<file path="src/rtl/pu_riscv_biu_ahb3_pkg.sv">
// peripheral_biu_verilog_pkg: AHB3 burst/transfer/response encodings and burst beat-count helper
package peripheral_biu_verilog_pkg;
  localparam logic [2:0] HBURST_SINGLE = 3'd0, HBURST_INCR = 3'd1, HBURST_WRAP4 = 3'd2, HBURST_INCR4 = 3'd3,
                         HBURST_WRAP8 = 3'd4, HBURST_INCR8 = 3'd5, HBURST_WRAP16 = 3'd6, HBURST_INCR16 = 3'd7;
  localparam logic [1:0] HTRANS_IDLE = 2'd0, HTRANS_BUSY = 2'd1, HTRANS_NONSEQ = 2'd2, HTRANS_SEQ = 2'd3;
  localparam logic HRESP_OKAY = 1'b0, HRESP_ERROR = 1'b1;
  // remaining beats after the first: x4 -> 3, x8 -> 7, x16 -> 15, SINGLE/INCR -> 0
  function automatic logic [3:0] type2cnt(input logic [2:0] t);
    return t[2:1] == 2'd3 ? 4'd15 : t[2:1] == 2'd2 ? 4'd7 : t[2:1] == 2'd1 ? 4'd3 : 4'd0;
  endfunction
endpackage

</file>
<file path="src/rtl/pu_riscv_biu_ahb3_if.sv">
// pu_riscv_biu_ahb3_if: AHB3-Lite master/slave bus signals
interface pu_riscv_biu_ahb3_if #(parameter int XLEN = 64, parameter int PLEN = 64);
  logic            HSEL;
  logic [PLEN-1:0] HADDR;
  logic [XLEN-1:0] HWDATA;
  logic [XLEN-1:0] HRDATA;
  logic            HWRITE;
  logic [2:0]      HSIZE;
  logic [2:0]      HBURST;
  logic [3:0]      HPROT;
  logic [1:0]      HTRANS;
  logic            HMASTLOCK;
  logic            HREADY;
  logic            HRESP;
  modport master(output HSEL, HADDR, HWDATA, HWRITE, HSIZE, HBURST, HPROT, HTRANS, HMASTLOCK,
                 input HRDATA, HREADY, HRESP);
  modport slave(input HSEL, HADDR, HWDATA, HWRITE, HSIZE, HBURST, HPROT, HTRANS, HMASTLOCK,
                output HRDATA, HREADY, HRESP);
endinterface

</file>
<file path="src/rtl/pu_riscv_biu_ahb3_addr_gen.sv">
// pu_riscv_biu_addr_gen: next burst beat address, incrementing or wrapping on the burst boundary
module pu_riscv_biu_addr_gen
  import peripheral_biu_verilog_pkg::*;
#(parameter int PLEN = 64) (
  input  logic [PLEN-1:0] haddr,
  input  logic [2:0]      hsize,
  input  logic [2:0]      hburst,
  output logic [PLEN-1:0] nxt_addr
);
  logic [PLEN-1:0] inc, mask;
  always_comb begin
    inc      = haddr + (PLEN'(1) << hsize);
    mask     = ((PLEN'(type2cnt(hburst)) + PLEN'(1)) << hsize) - PLEN'(1);
    nxt_addr = (hburst != HBURST_SINGLE && !hburst[0]) ? (haddr & ~mask) | (inc & mask) : inc;
  end
endmodule

</file>
<file path="src/rtl/pu_riscv_biu_ahb3.sv">
// pu_riscv_biu_ahb3: BIU request stream to AHB3-Lite master bursts; PU_RISCV_BIU_RDATA_REG_EN registers the response outputs
module pu_riscv_biu_ahb3
  import peripheral_biu_verilog_pkg::*;
#(parameter int XLEN = 64, parameter int PLEN = 64) (
  input  logic              rst_ni,
  input  logic              clk_i,
  input  logic              biu_req_i,
  output logic              biu_req_ack_o,
  output logic              biu_d_ack_o,
  input  logic [PLEN-1:0]   biu_adri_i,
  output logic [PLEN-1:0]   biu_adro_o,
  input  logic [2:0]        biu_size_i,
  input  logic [2:0]        biu_type_i,
  input  logic              biu_lock_i,
  input  logic [2:0]        biu_prot_i,
  input  logic              biu_we_i,
  input  logic [XLEN-1:0]   biu_d_i,
  output logic [XLEN-1:0]   biu_q_o,
  output logic              biu_ack_o,
  output logic              biu_err_o,
  pu_riscv_biu_ahb3_if.master ahb
);
  logic [3:0]      cnt;
  logic            err_abort, dp_valid, addr_act, err_first;
  logic [PLEN-1:0] dp_adr, nxt_addr;
  pu_riscv_biu_addr_gen #(.PLEN(PLEN)) u_addr_gen (
    .haddr(ahb.HADDR), .hsize(ahb.HSIZE), .hburst(ahb.HBURST), .nxt_addr(nxt_addr)
  );
  assign addr_act      = ahb.HTRANS == HTRANS_NONSEQ || ahb.HTRANS == HTRANS_SEQ;
  assign biu_req_ack_o = biu_req_i & ahb.HREADY & (cnt == '0) & ~err_abort;
  assign biu_d_ack_o   = ahb.HREADY & addr_act & ahb.HWRITE;
  // first cycle of the two-cycle ERROR response: cancel the pending address phase
  assign err_first     = dp_valid & (ahb.HRESP == HRESP_ERROR) & ~ahb.HREADY;
  always_ff @(posedge clk_i or negedge rst_ni)
    if (!rst_ni) begin
      ahb.HTRANS    <= HTRANS_IDLE;
      ahb.HSEL      <= 1'b0;
      ahb.HADDR     <= '0;
      ahb.HWDATA    <= '0;
      ahb.HWRITE    <= 1'b0;
      ahb.HSIZE     <= '0;
      ahb.HBURST    <= '0;
      ahb.HPROT     <= '0;
      ahb.HMASTLOCK <= 1'b0;
      cnt           <= '0;
      err_abort     <= 1'b0;
      dp_valid      <= 1'b0;
      dp_adr        <= '0;
    end else if (err_first) begin
      ahb.HTRANS <= HTRANS_IDLE;
      ahb.HSEL   <= 1'b0;
      cnt        <= '0;
      err_abort  <= 1'b1;
    end else if (ahb.HREADY) begin
      err_abort <= 1'b0;
      dp_valid  <= addr_act;
      dp_adr    <= ahb.HADDR;
      if (biu_d_ack_o) ahb.HWDATA <= biu_d_i;
      if (biu_req_ack_o) begin
        ahb.HTRANS    <= HTRANS_NONSEQ;
        ahb.HSEL      <= 1'b1;
        ahb.HADDR     <= biu_adri_i;
        ahb.HSIZE     <= biu_size_i;
        ahb.HBURST    <= biu_type_i;
        ahb.HWRITE    <= biu_we_i;
        ahb.HMASTLOCK <= biu_lock_i;
        ahb.HPROT     <= {1'b0, biu_prot_i};
        cnt           <= type2cnt(biu_type_i);
      end else if (cnt != '0) begin
        ahb.HTRANS <= HTRANS_SEQ;
        ahb.HADDR  <= nxt_addr;
        cnt        <= cnt - 4'd1;
      end else begin
        ahb.HTRANS <= HTRANS_IDLE;
        ahb.HSEL   <= 1'b0;
      end
    end
`ifdef PU_RISCV_BIU_RDATA_REG_EN
  always_ff @(posedge clk_i or negedge rst_ni)
    if (!rst_ni) begin
      biu_ack_o  <= 1'b0;
      biu_err_o  <= 1'b0;
      biu_q_o    <= '0;
      biu_adro_o <= '0;
    end else begin
      biu_ack_o  <= dp_valid & ahb.HREADY & (ahb.HRESP == HRESP_OKAY);
      biu_err_o  <= dp_valid & ahb.HREADY & (ahb.HRESP == HRESP_ERROR);
      biu_q_o    <= ahb.HRDATA;
      biu_adro_o <= dp_adr;
    end
`else
  assign biu_ack_o  = dp_valid & ahb.HREADY & (ahb.HRESP == HRESP_OKAY);
  assign biu_err_o  = dp_valid & ahb.HREADY & (ahb.HRESP == HRESP_ERROR);
  assign biu_q_o    = ahb.HRDATA;
  assign biu_adro_o = dp_adr;
`endif
endmodule

</file>
<file path="src/flat_wrapper.sv">
// flat-port wrapper written by rule: the top's interface ports become plain ports
module pu_riscv_biu_ahb3_flat import peripheral_biu_verilog_pkg::*;
#(parameter int XLEN = 64, parameter int PLEN = 64)
  (rst_ni, clk_i, biu_req_i, biu_req_ack_o, biu_d_ack_o, biu_adri_i, biu_adro_o, biu_size_i, biu_type_i, biu_lock_i, biu_prot_i, biu_we_i, biu_d_i, biu_q_o, biu_ack_o, biu_err_o, ahb_HSEL, ahb_HADDR, ahb_HWDATA, ahb_HWRITE, ahb_HSIZE, ahb_HBURST, ahb_HPROT, ahb_HTRANS, ahb_HMASTLOCK, ahb_HRDATA, ahb_HREADY, ahb_HRESP);
  pu_riscv_biu_ahb3_if #(.XLEN(XLEN), .PLEN(PLEN)) ahb_i ();
  input  logic rst_ni;
  input  logic clk_i;
  input  logic biu_req_i;
  output logic biu_req_ack_o;
  output logic biu_d_ack_o;
  input  logic [PLEN-1:0] biu_adri_i;
  output logic [PLEN-1:0] biu_adro_o;
  input  logic [2:0] biu_size_i;
  input  logic [2:0] biu_type_i;
  input  logic biu_lock_i;
  input  logic [2:0] biu_prot_i;
  input  logic biu_we_i;
  input  logic [XLEN-1:0] biu_d_i;
  output logic [XLEN-1:0] biu_q_o;
  output logic biu_ack_o;
  output logic biu_err_o;
  output wire logic [$bits(ahb_i.HSEL)-1:0] ahb_HSEL;
  output wire logic [$bits(ahb_i.HADDR)-1:0] ahb_HADDR;
  output wire logic [$bits(ahb_i.HWDATA)-1:0] ahb_HWDATA;
  output wire logic [$bits(ahb_i.HWRITE)-1:0] ahb_HWRITE;
  output wire logic [$bits(ahb_i.HSIZE)-1:0] ahb_HSIZE;
  output wire logic [$bits(ahb_i.HBURST)-1:0] ahb_HBURST;
  output wire logic [$bits(ahb_i.HPROT)-1:0] ahb_HPROT;
  output wire logic [$bits(ahb_i.HTRANS)-1:0] ahb_HTRANS;
  output wire logic [$bits(ahb_i.HMASTLOCK)-1:0] ahb_HMASTLOCK;
  input wire logic [$bits(ahb_i.HRDATA)-1:0] ahb_HRDATA;
  input wire logic [$bits(ahb_i.HREADY)-1:0] ahb_HREADY;
  input wire logic [$bits(ahb_i.HRESP)-1:0] ahb_HRESP;
  assign ahb_HSEL = ahb_i.HSEL;
  assign ahb_HADDR = ahb_i.HADDR;
  assign ahb_HWDATA = ahb_i.HWDATA;
  assign ahb_HWRITE = ahb_i.HWRITE;
  assign ahb_HSIZE = ahb_i.HSIZE;
  assign ahb_HBURST = ahb_i.HBURST;
  assign ahb_HPROT = ahb_i.HPROT;
  assign ahb_HTRANS = ahb_i.HTRANS;
  assign ahb_HMASTLOCK = ahb_i.HMASTLOCK;
  assign ahb_i.HRDATA = ahb_HRDATA;
  assign ahb_i.HREADY = ahb_HREADY;
  assign ahb_i.HRESP = ahb_HRESP;
  pu_riscv_biu_ahb3 #(.XLEN(XLEN), .PLEN(PLEN)) u_core (.rst_ni(rst_ni), .clk_i(clk_i), .biu_req_i(biu_req_i), .biu_req_ack_o(biu_req_ack_o), .biu_d_ack_o(biu_d_ack_o), .biu_adri_i(biu_adri_i), .biu_adro_o(biu_adro_o), .biu_size_i(biu_size_i), .biu_type_i(biu_type_i), .biu_lock_i(biu_lock_i), .biu_prot_i(biu_prot_i), .biu_we_i(biu_we_i), .biu_d_i(biu_d_i), .biu_q_o(biu_q_o), .biu_ack_o(biu_ack_o), .biu_err_o(biu_err_o), .ahb(ahb_i));
endmodule
</file>
<file path="config.mk">
export PLATFORM = sky130hd
export DESIGN_NAME = pu_riscv_biu_ahb3_flat
export DESIGN_NICKNAME = d
export VERILOG_FILES = /design/src/rtl/pu_riscv_biu_ahb3_pkg.sv /design/src/rtl/pu_riscv_biu_ahb3_if.sv /design/src/rtl/pu_riscv_biu_ahb3_addr_gen.sv /design/src/rtl/pu_riscv_biu_ahb3.sv /design/src/flat_wrapper.sv
export SDC_FILE = /design/constraint.sdc
export NUM_CORES = 1
export LEC_CHECK = 0
export ABC_AREA = 1
export BUFFER_PORTS_ARGS = -buffer_cell sky130_fd_sc_hd__buf_4
export CAP_MARGIN = 20
export CORE_ASPECT_RATIO = 1.75
export CORE_MARGIN = 3
export CORE_UTILIZATION = 35
export CTS_BUF_LIST = sky130_fd_sc_hd__clkbuf_8
export DETAILED_ROUTE_END_ITERATION = 8
export GPL_ROUTABILITY_DRIVEN = 0
export PLACE_DENSITY = 0.58
export SYNTH_ARGS = -nofsm -noshare
export SYNTH_HDL_FRONTEND = slang
export SYNTH_SLANG_ARGS = --single-unit
</file>
<file path="constraint.sdc">
create_clock -name clk_i -period 4.4 [get_ports clk_i]
set_input_delay 0.88 -clock clk_i [delete_from_list [all_inputs] [get_ports clk_i]]
set_output_delay 0.88 -clock clk_i [all_outputs]
set_load 0.02 [all_outputs]
</file>
==> results of run 1 <==
## per-layer routing
| metal | GRT usage, % | vias up | part of all wire (%) | wire [microns] |
|---|---|---|---|---|
| met5 | 0 | - | 0 | 0 |
| met4 | 15.18 | 0 | 7.1 | 3294 |
| met3 | 5.645 | 170 | 7.1 | 3282 |
| met2 | 44.81 | 515 | 52 | 24100 |
| met1 | 24.87 | 5428 | 34 | 15800 |
| li1 | - | 5560 | - | - |
## per-stage QoR
step           instances  total power (W)
5_1_grt             2347          0.01267
6_report            2347          0.01185
2_1_floorplan       1593         0.007384
3_3_place_gp        2283         0.009946
3_5_place_dp        2283          0.01002
4_1_cts             2346          0.01195
## where the power goes
| group | internal, W | switching, W |
|---|---|---|
| combinational | 0.00230 | 0.00380 |
| sequential | 0.00282 | 0.00107 |
| clock | 0.00100 | 0.000862 |
| total | 0.00611 | 0.00573 |
## how the worst max path moves through the flow
stage / to / start / depth (start not counted)
after floorplan: biu_err_o / ahb_HREADY / 5
after global placement: register / ahb_HREADY / 10
after detailed placement: register / ahb_HREADY / 10
after CTS: biu_d_ack_o / ahb_HREADY / 6
after global routing: register / u_core.ahb.HSIZE[2] / 14
final: biu_d_ack_o / ahb_HREADY / 6
## cells by family after synthesis
kind of cell             synth area share, %
AND/OR/NAND/NOR                        30.03
buffers and inverters                  10.46
flip-flops                             44.19
AO/OA/AOI/OAI                          9.765
XOR/XNOR                               3.647
adder cells (fa/ha/maj)                1.417
multiplexers                          0.4585
other                                0.03123
## cells in the final DEF, fill, tap and decap left out, types with 2 or more instances in the layout
| cell | synthesis | routed |
|---|---|---|
| nor3_2 | 7 | 7 |
| nor4_1 | 5 | 5 |
| buf_4 | 65 | 359 |
| a21oi_1 | 91 | 91 |
| a31oi_1 | 2 | 2 |
| clkinv_2 | 0 | 7 |
| xnor2_1 | 8 | 8 |
| o21ai_1 | 12 | 12 |
| o21ai_0 | 69 | 69 |
| xor2_1 | 42 | 42 |
| nand2_1 | 579 | 579 |
| dfrtp_1 | 212 | 212 |
| nand2_2 | 11 | 11 |
| nor2_1 | 111 | 110 |
| ha_1 | 12 | 12 |
| buf_8 | 0 | 2 |
| nand3b_1 | 3 | 3 |
| inv_1 | 119 | 124 |
| buf_12 | 0 | 2 |
| nor3_1 | 16 | 16 |
| nand3_1 | 64 | 63 |
| nor2_2 | 2 | 3 |
| nor2_8 | 3 | 3 |
| clkinvlp_4 | 0 | 2 |
| o21ai_2 | 2 | 2 |
| a22oi_1 | 20 | 20 |
| o22ai_1 | 4 | 4 |
| clkbuf_8 | 0 | 46 |
| nor2_4 | 4 | 4 |
| inv_2 | 11 | 12 |
| o21bai_1 | 2 | 2 |
| nand4_1 | 24 | 24 |
| nor3_4 | 2 | 2 |
| mux2_2 | 3 | 3 |
| nand3_2 | 6 | 7 |
## layout make-up
class                           count  area share (%)
Multi-Input combinational cell   1122           35.56
Sequential cell                   212           34.60
Timing Repair Buffer              363           18.03
Clock buffer                       46           4.129
Tap cell                          455           3.712
Inverter                          132           3.256
Clock inverter                     17          0.7180
## worst max-delay path: stages
cell and delay, ps:
buf_4 190, buf_4 250, nand3_2 80, buf_4 520, inv_2 70, buf_4 180
==> summary.md, run 1 <==
Summed over all failing endpoints, the final setup total negative slack is 0 ps. For the worst flop-to-flop path, the logic depth is 12. 0 antenna diodes ended up in the layout. The class of the worst hold path is in2async. For the post-CTS setup buffer count, the log shows 0. For the pin count of the biggest net entering global routing, the log shows 118.

For the number of hold-repair buffers added at the cts stage, the log shows 0. The number of input and output port buffers inserted was 353; the peak supply drop was 348.6 uV. Across every metal layer, demand over resource in global routing totals 24.42%. After floorplanning, the core was sized to cover 0.03374 sq mm. Element type at the critical path end: a primary output. After routing the design area is 0.01533 sq mm.

After synthesis the cells add up to 0.01201 sq mm. From bottom edge to top edge, the die measures 251.0 microns. TritonCTS built the clock tree. The kind of critical path is in2out.

STA puts the critical path data required time at 3520 ps. The die is 146.0 microns wide. Global routing finished with a remaining overflow of 0. The clock arrives with 19.63 ps of skew. Clock tree buffer depth: 3. In the post-synthesis netlist, the biggest area contributors are dfrtp_1 (44%), nand2_1 (18%), buf_4 (4.1%). For this block, the via count after detailed routing is 11673. For the leakage component of the power, the log shows 7.939 nW. The tools report the total of endpoints with negative setup slack in the final report as 0. The max-slew headroom at the worst pin came out at 31.72%. The largest total area in the synthesized netlist belongs to dfrtp_1.

Final hold analysis gives a worst-case slack of 371.3 ps. Of the post-synthesis cell area, the dominant cell type holds 44.19%. Across the run, the number of max-cap violations was 0. Most used standard cell by instance count after synthesis: nand2_1. The run finished with clean final reports. In this run, synthesis produced a sequential element count of 212.

The via count of the first global-routing pass is 11753, and the number of top-level pins is 483. The first TritonRoute pass finished after 7 iterations. After clock tree synthesis, the clock-pin slew on the worst setup and hold paths is 60 ps. The run gives 2 as the number of H-tree levels. The number of nets in the synthesized netlist is 1814. Number of hold violations in the final report: 0.

For the pin with the worst max-slew slack, the measured transition is 1024 ps. Summing all flip-flop and latch instances after layout gives 0.005305 sq mm. The maximum fanout along the worst path works out to 65. STA classifies the critical path startpoint as an input pin. The max-slew violation count came out at 0. For the worst setup path, the data arrival time is 2210 ps.

The startpoint identified for the worst register-to-register timing path is u_core.ahb.HSIZE[2]. The run gives 44.19% as the sequential share of the synthesized area. Setup repair after global routing left no endpoint under its margin.

The clock net in this run drives a total of 212 sinks. Counting the fill cells in the layout gives 3492. Of the available clock period, the critical path in the final layout requires 70.16%.

For this run, the number of Yosys warnings is 0. The mean post-synth cell area came out at 7.537 sq um. The tree is rooted in a clkbuf_8. The count of nets left with antenna violations once routing finished came out at 0. Cells fill 45.45% of the core in the end.

The tools report the synthesized instance count as 1593. The main flop type after synthesis is dfrtp_1. The area added between synthesis and finish works out to 27.72%.

The number of synthesized flops with an enable pin came out at 0. The initialized floorplan defines 89 standard-cell rows. The logs give 1313 ps for the slack of the critical path and 2088 for the layout net count.

Of the cells placed in the final design, the portion with a size suffix greater than 1 is 25.48%. The minimum setup slack among reg-to-reg paths is 1350 ps. The run gives 0 as the initial antenna violation count. The placed instances occupy a cell area of 0.01458 sq mm. The total clock buffers created by CTS was 36; the average vias per placed instance was 4.974. Summed over all nets, the half-perimeter wirelength after detailed placement is 36.13 mm. In the final routed layout, each cell accounts on average for 19.80 microns. The global-route wire length before repair is 69.10 mm. For this design the ratio of total power to cell area is 772.5 mW/mm^2. The pre-CTS setup slack is 1075 ps, and the initial standard-cell utilization of the core is 35.58%. The tools report the area occupied by multi-input gates as 0.005453 sq mm. By count the netlist is led by nand2_1 (579), dfrtp_1 (212), inv_1 (119), nor2_1 (111), a21oi_1 (91). Counting distinct cell types in the post-synthesis netlist gives 54. For this block, the routed nets add up to 46.48 mm of wire. The die covers 0.03665 sq mm. Clock latency on the worst-skew pair, taken at its later pin, is 560 ps. The tools report the number of resized instances in the post-cts repair step as 0. Total DRC errors in the routed layout: 0.

The time the final worst path needs with I/O delays and setup is 3087 ps. The detailed router finished its first iteration with 710 violations. The run gives 323.9 MHz as the achievable frequency. After synthesis, the share of flip-flops with an asynchronous set or reset is 100.0%.
(Power assumes the default switching activity.)
==> run 2, diff against run 1 <==
- ABC_AREA: 1 -> 0
- CORE_AREA: not set -> 3 3 188 190
- CORE_ASPECT_RATIO: 1.75 -> not set
- CORE_MARGIN: 3 -> not set
- CORE_UTILIZATION: 35 -> not set
- DIE_AREA: not set -> 0 0 191 193
- PLACE_DENSITY: 0.58 -> 0.56
- clock period: 4.4 -> 2.95 ns (I/O delays scaled with it)
==> run 2 against run 1 <==
Utilization grew 0.095 points. Setup slack got worse by 1200 ps. Count of clock-buffer cells in the layout rose by 17. Total power rose by 39%. Sequential cell count did not move. Synthesized cell count down 33%. Largest power group unchanged. Worst hold slack got worse by 350 ps.
==> summary.md, run 2 <==
The run finished with clean final reports. Aggregate global routing overflow: 0. For the total via count after detailed routing, the log shows 10071.

Leaving out fill and tap cells, the most frequent cells in the layout are buf_4 (427), dfrtp_1 (209), mux2_2 (132), nand2_1 (108), clkbuf_8 (63). The commonest cells after synthesis are dfrtp_1 (212), mux2_2 (132), nand2_1 (109), buf_4 (66), nor2_1 (51). In this run the static leakage power is 6.781 nW.

Summing all placed instances gives a cell area of 0.01427 sq mm. For this run, the share of the core covered by cells in the final layout is 45.54%. In the post-synthesis netlist, the cell with the most instances is dfrtp_1. Before antenna repair, the detailed router went through 5 iterations. The detailed router finished its first iteration with 767 violations. For the max-slew violation count, the log shows 0. Number of top-level pins: 483. The first global-routing pass estimated 61.47 mm of wire. For the number of routed nets with antenna violations, the log shows 0. For this configuration, the core starts out at a cell density of 33.07%. Number of input and output port buffers inserted: 353.

Counting flops with an async set or reset pin after synthesis yields a share of 100.0%. In this run the worst hold path is classified as in2async. Clock latency on the worst-skew pair, taken at its later pin, is 560 ps. The total of endpoints with negative setup slack in the final report came out at 0.

The element type at the critical path start was a register. The die width came out at 191 microns. The layout cell share with drive strength beyond 1 came out at 46.32%. The final routed wire length divided by cell count was 21.67 microns. The floorplan has 67 rows. The worst-case IR drop observed on VDD is 731.4 uV.

Setup repair after global routing left no endpoint under its margin. After detailed routing, the met3 layer carries 3.088 mm of wire. The signal arrival time at the worst endpoint was 3290 ps. The die is 193 microns tall. The highest metal layer carrying signal wires in the routed design is met5. The synthesized design contains 0 enable-type register cells. The worst path uses 95.10% of the clock period.

Using the TritonRoute via totals, the vias-per-cell ratio works out to 5.329. The via count of the first global-routing pass is 10006, and the final cell area excluding filler cells is 0.01531 sq mm. In this run the cell area of the synthesized design comes to 0.01112 sq mm. The tools report the clock tree buffer depth as 3.

The library cell used most frequently in the layout, excluding fill and tap cells, is buf_4. For the pin with the worst max-slew slack, the measured transition is 745.9 ps. The wire length after detailed routing is 40.96 mm.

The routed metal-1 wirelength was 17.74 mm; the clock slew at the register clock pins of the worst setup and hold paths was 60 ps. Before CTS, the worst setup slack after placement is -23.91 ps. Sequential elements use 47.72% of the synthesized area. During synthesis, Yosys emitted a total of 0 warnings. Counting every instance in the synthesized netlist gives 1061. The cell area power density is 1079 mW/mm^2.

In the post-synthesis netlist, the biggest area contributors are dfrtp_1 (48%), mux2_2 (13%), buf_4 (4.5%). The tools report the die area as 0.03686 sq mm. Main flop type after synthesis: dfrtp_1. The number of nets handed over by synthesis was 1282. After routing, the total negative slack on setup checks comes to 0 ps.

The kind of critical path is reg2reg. The total design power is 0.01651 W. Synthesis instantiated 77 different standard cells from the library.

The element type at the critical path end was a register. The total global routing track utilization is 21.36%. The tree is rooted in a clkbuf_8. Clock tree synthesis found a total of 212 sinks. The total DRC errors in the routed layout is 0.

The run gives 0 as the number of hold violations in the final report. The area share of the leading cell type in the synthesized netlist was 47.72%; the placed wire-length estimate after detailed placement was 30.86 mm. The tools report the pin count of the biggest net entering global routing as 80. Between clock sinks in the finished design, the worst skew comes to 27.30 ps. In the final design database the tool counted 1629 nets. The initial antenna violation count came out at 3. STA puts the critical path data required time at 3430 ps. Relative to the synthesized area, the layout overhead comes to 37.72%.

Averaged over all synthesized cells, the footprint is 10.48 sq um. After layout, the minimum clock period comes to 2805 ps. Of all nets on the critical path, the largest fanout is 12. In this run the tightest slew margin relative to its limit is 50.09%. Synthesized flop and latch total: 212.

Largest area contributor in the netlist: dfrtp_1. TritonCTS built the clock tree. In this run the number of H-tree levels came out at 2. The tools report the achievable frequency as 356.5 MHz. Clock tree synthesis inserted a total of 42 buffers. Across the run, the number of max-cap violations was 0. After detailed routing, the met2 layer carries 18.92 mm of wire. The placeable core region was 0.03362 sq mm. The slack of the critical path was 144.6 ps.
run 2: cell count changes in the layout (fill, tap and decap cells not counted), moves of 18 or more:
cell / delta
nor2_1: -59
o311ai_0: +19
buf_4: +68
xor2_1: -39
o211ai_1: +18
a21oi_1: -56
o21ai_0: -41
inv_1: -105
mux2_2: +129
nand3_1: -22
nand2_1: -471
run 2: path summary, 6_finish.rpt:
path | start | end | slack [ps] | depth (start not counted)
min in group clk_i | biu_size_i[0] | u_core.ahb.HSIZE[0] | 230 | 3
hold reg to reg | u_core.ahb.HMASTLOCK | u_core.ahb.HMASTLOCK | 480 | 2
hold / removal | rst_ni | u_core.ahb.HWDATA[49] | 30 | 1
setup reg to reg | u_core.ahb.HSIZE[0] | register | 140 | 9
setup / recovery | u_core.ahb.HSIZE[0] | register | 140 | 9
max in group asynchronous | rst_ni | u_core.ahb.HWDATA[7] | 2100 | 2
run 2: power by group:
group / total, W / leakage [nW] / internal [W] / switching, W
Combinational: 0.00804 / 3.85 / 0.00357 / 0.00447
Clock: 0.00339 / 0.538 / 0.00204 / 0.00135
Sequential: 0.00508 / 2.40 / 0.00405 / 0.00103
run 2: cells by family (layout without fill, tap and decap cells):
kind of cell    after synthesis  in the layout  synth area share (%)
flops                       212            212                 47.72
buf+inv                     138            517                 7.012
other cells                   1              3               0.03373
mux                         136            136                 13.73
compound gates              220            220                 13.93
fa+ha+maj                    13             13                 1.531
xor+xnor                     10             10                0.7879
simple gates                331            331                 15.25
run 2: repair_timing:
item,4_1_cts,5_1_grt
gates cloned,0,0
buffers inserted,0,1
hold buffers,0,0
pin swaps,0,3
resized for setup,1,15
endpoints found under the setup margin,3,35
run 2: cell type report:
type | instances | area [sq um]
fillers | 3251 | 18310
flip-flops and latches | 212 | 5309
multi-input cells | 711 | 5164
repair buffers | 430 | 3261
clock buffers | 63 | 867.1
well taps | 448 | 560.5
clock inverters | 13 | 102.6
inverters | 11 | 41.29
diodes | 2 | 5.005
run 2: worst max-delay path, stage by stage (launching register included):
cell and delay [ps]:
dfrtp_2 500, nand2_1 120, nor2_1 50, ha_1 380, o211ai_1 160, nor3_2 270, o21ai_2 110, or4_4 510
or4b_1 550, nand3_1 90
run 2: metrics by stage:
| stage | hold WS (ps) | cells |
|---|---|---|
| 4_1_cts | 28.33 | 1887 |
| 6_report | 25.56 | 1890 |
| 5_1_grt | 43.56 | 1890 |
| 3_5_place_dp | 463.1 | 1811 |
| 2_1_floorplan | 294.4 | 1061 |
| 3_3_place_gp | 466.3 | 1811 |
run 2: routing by layer:
metal | vias up | track usage [%]
li1 | 4580 | -
met1 | 4981 | 29.59
met2 | 421 | 32.83
met3 | 87 | 5.153
met4 | 2 | 7.367
met5 | - | 0
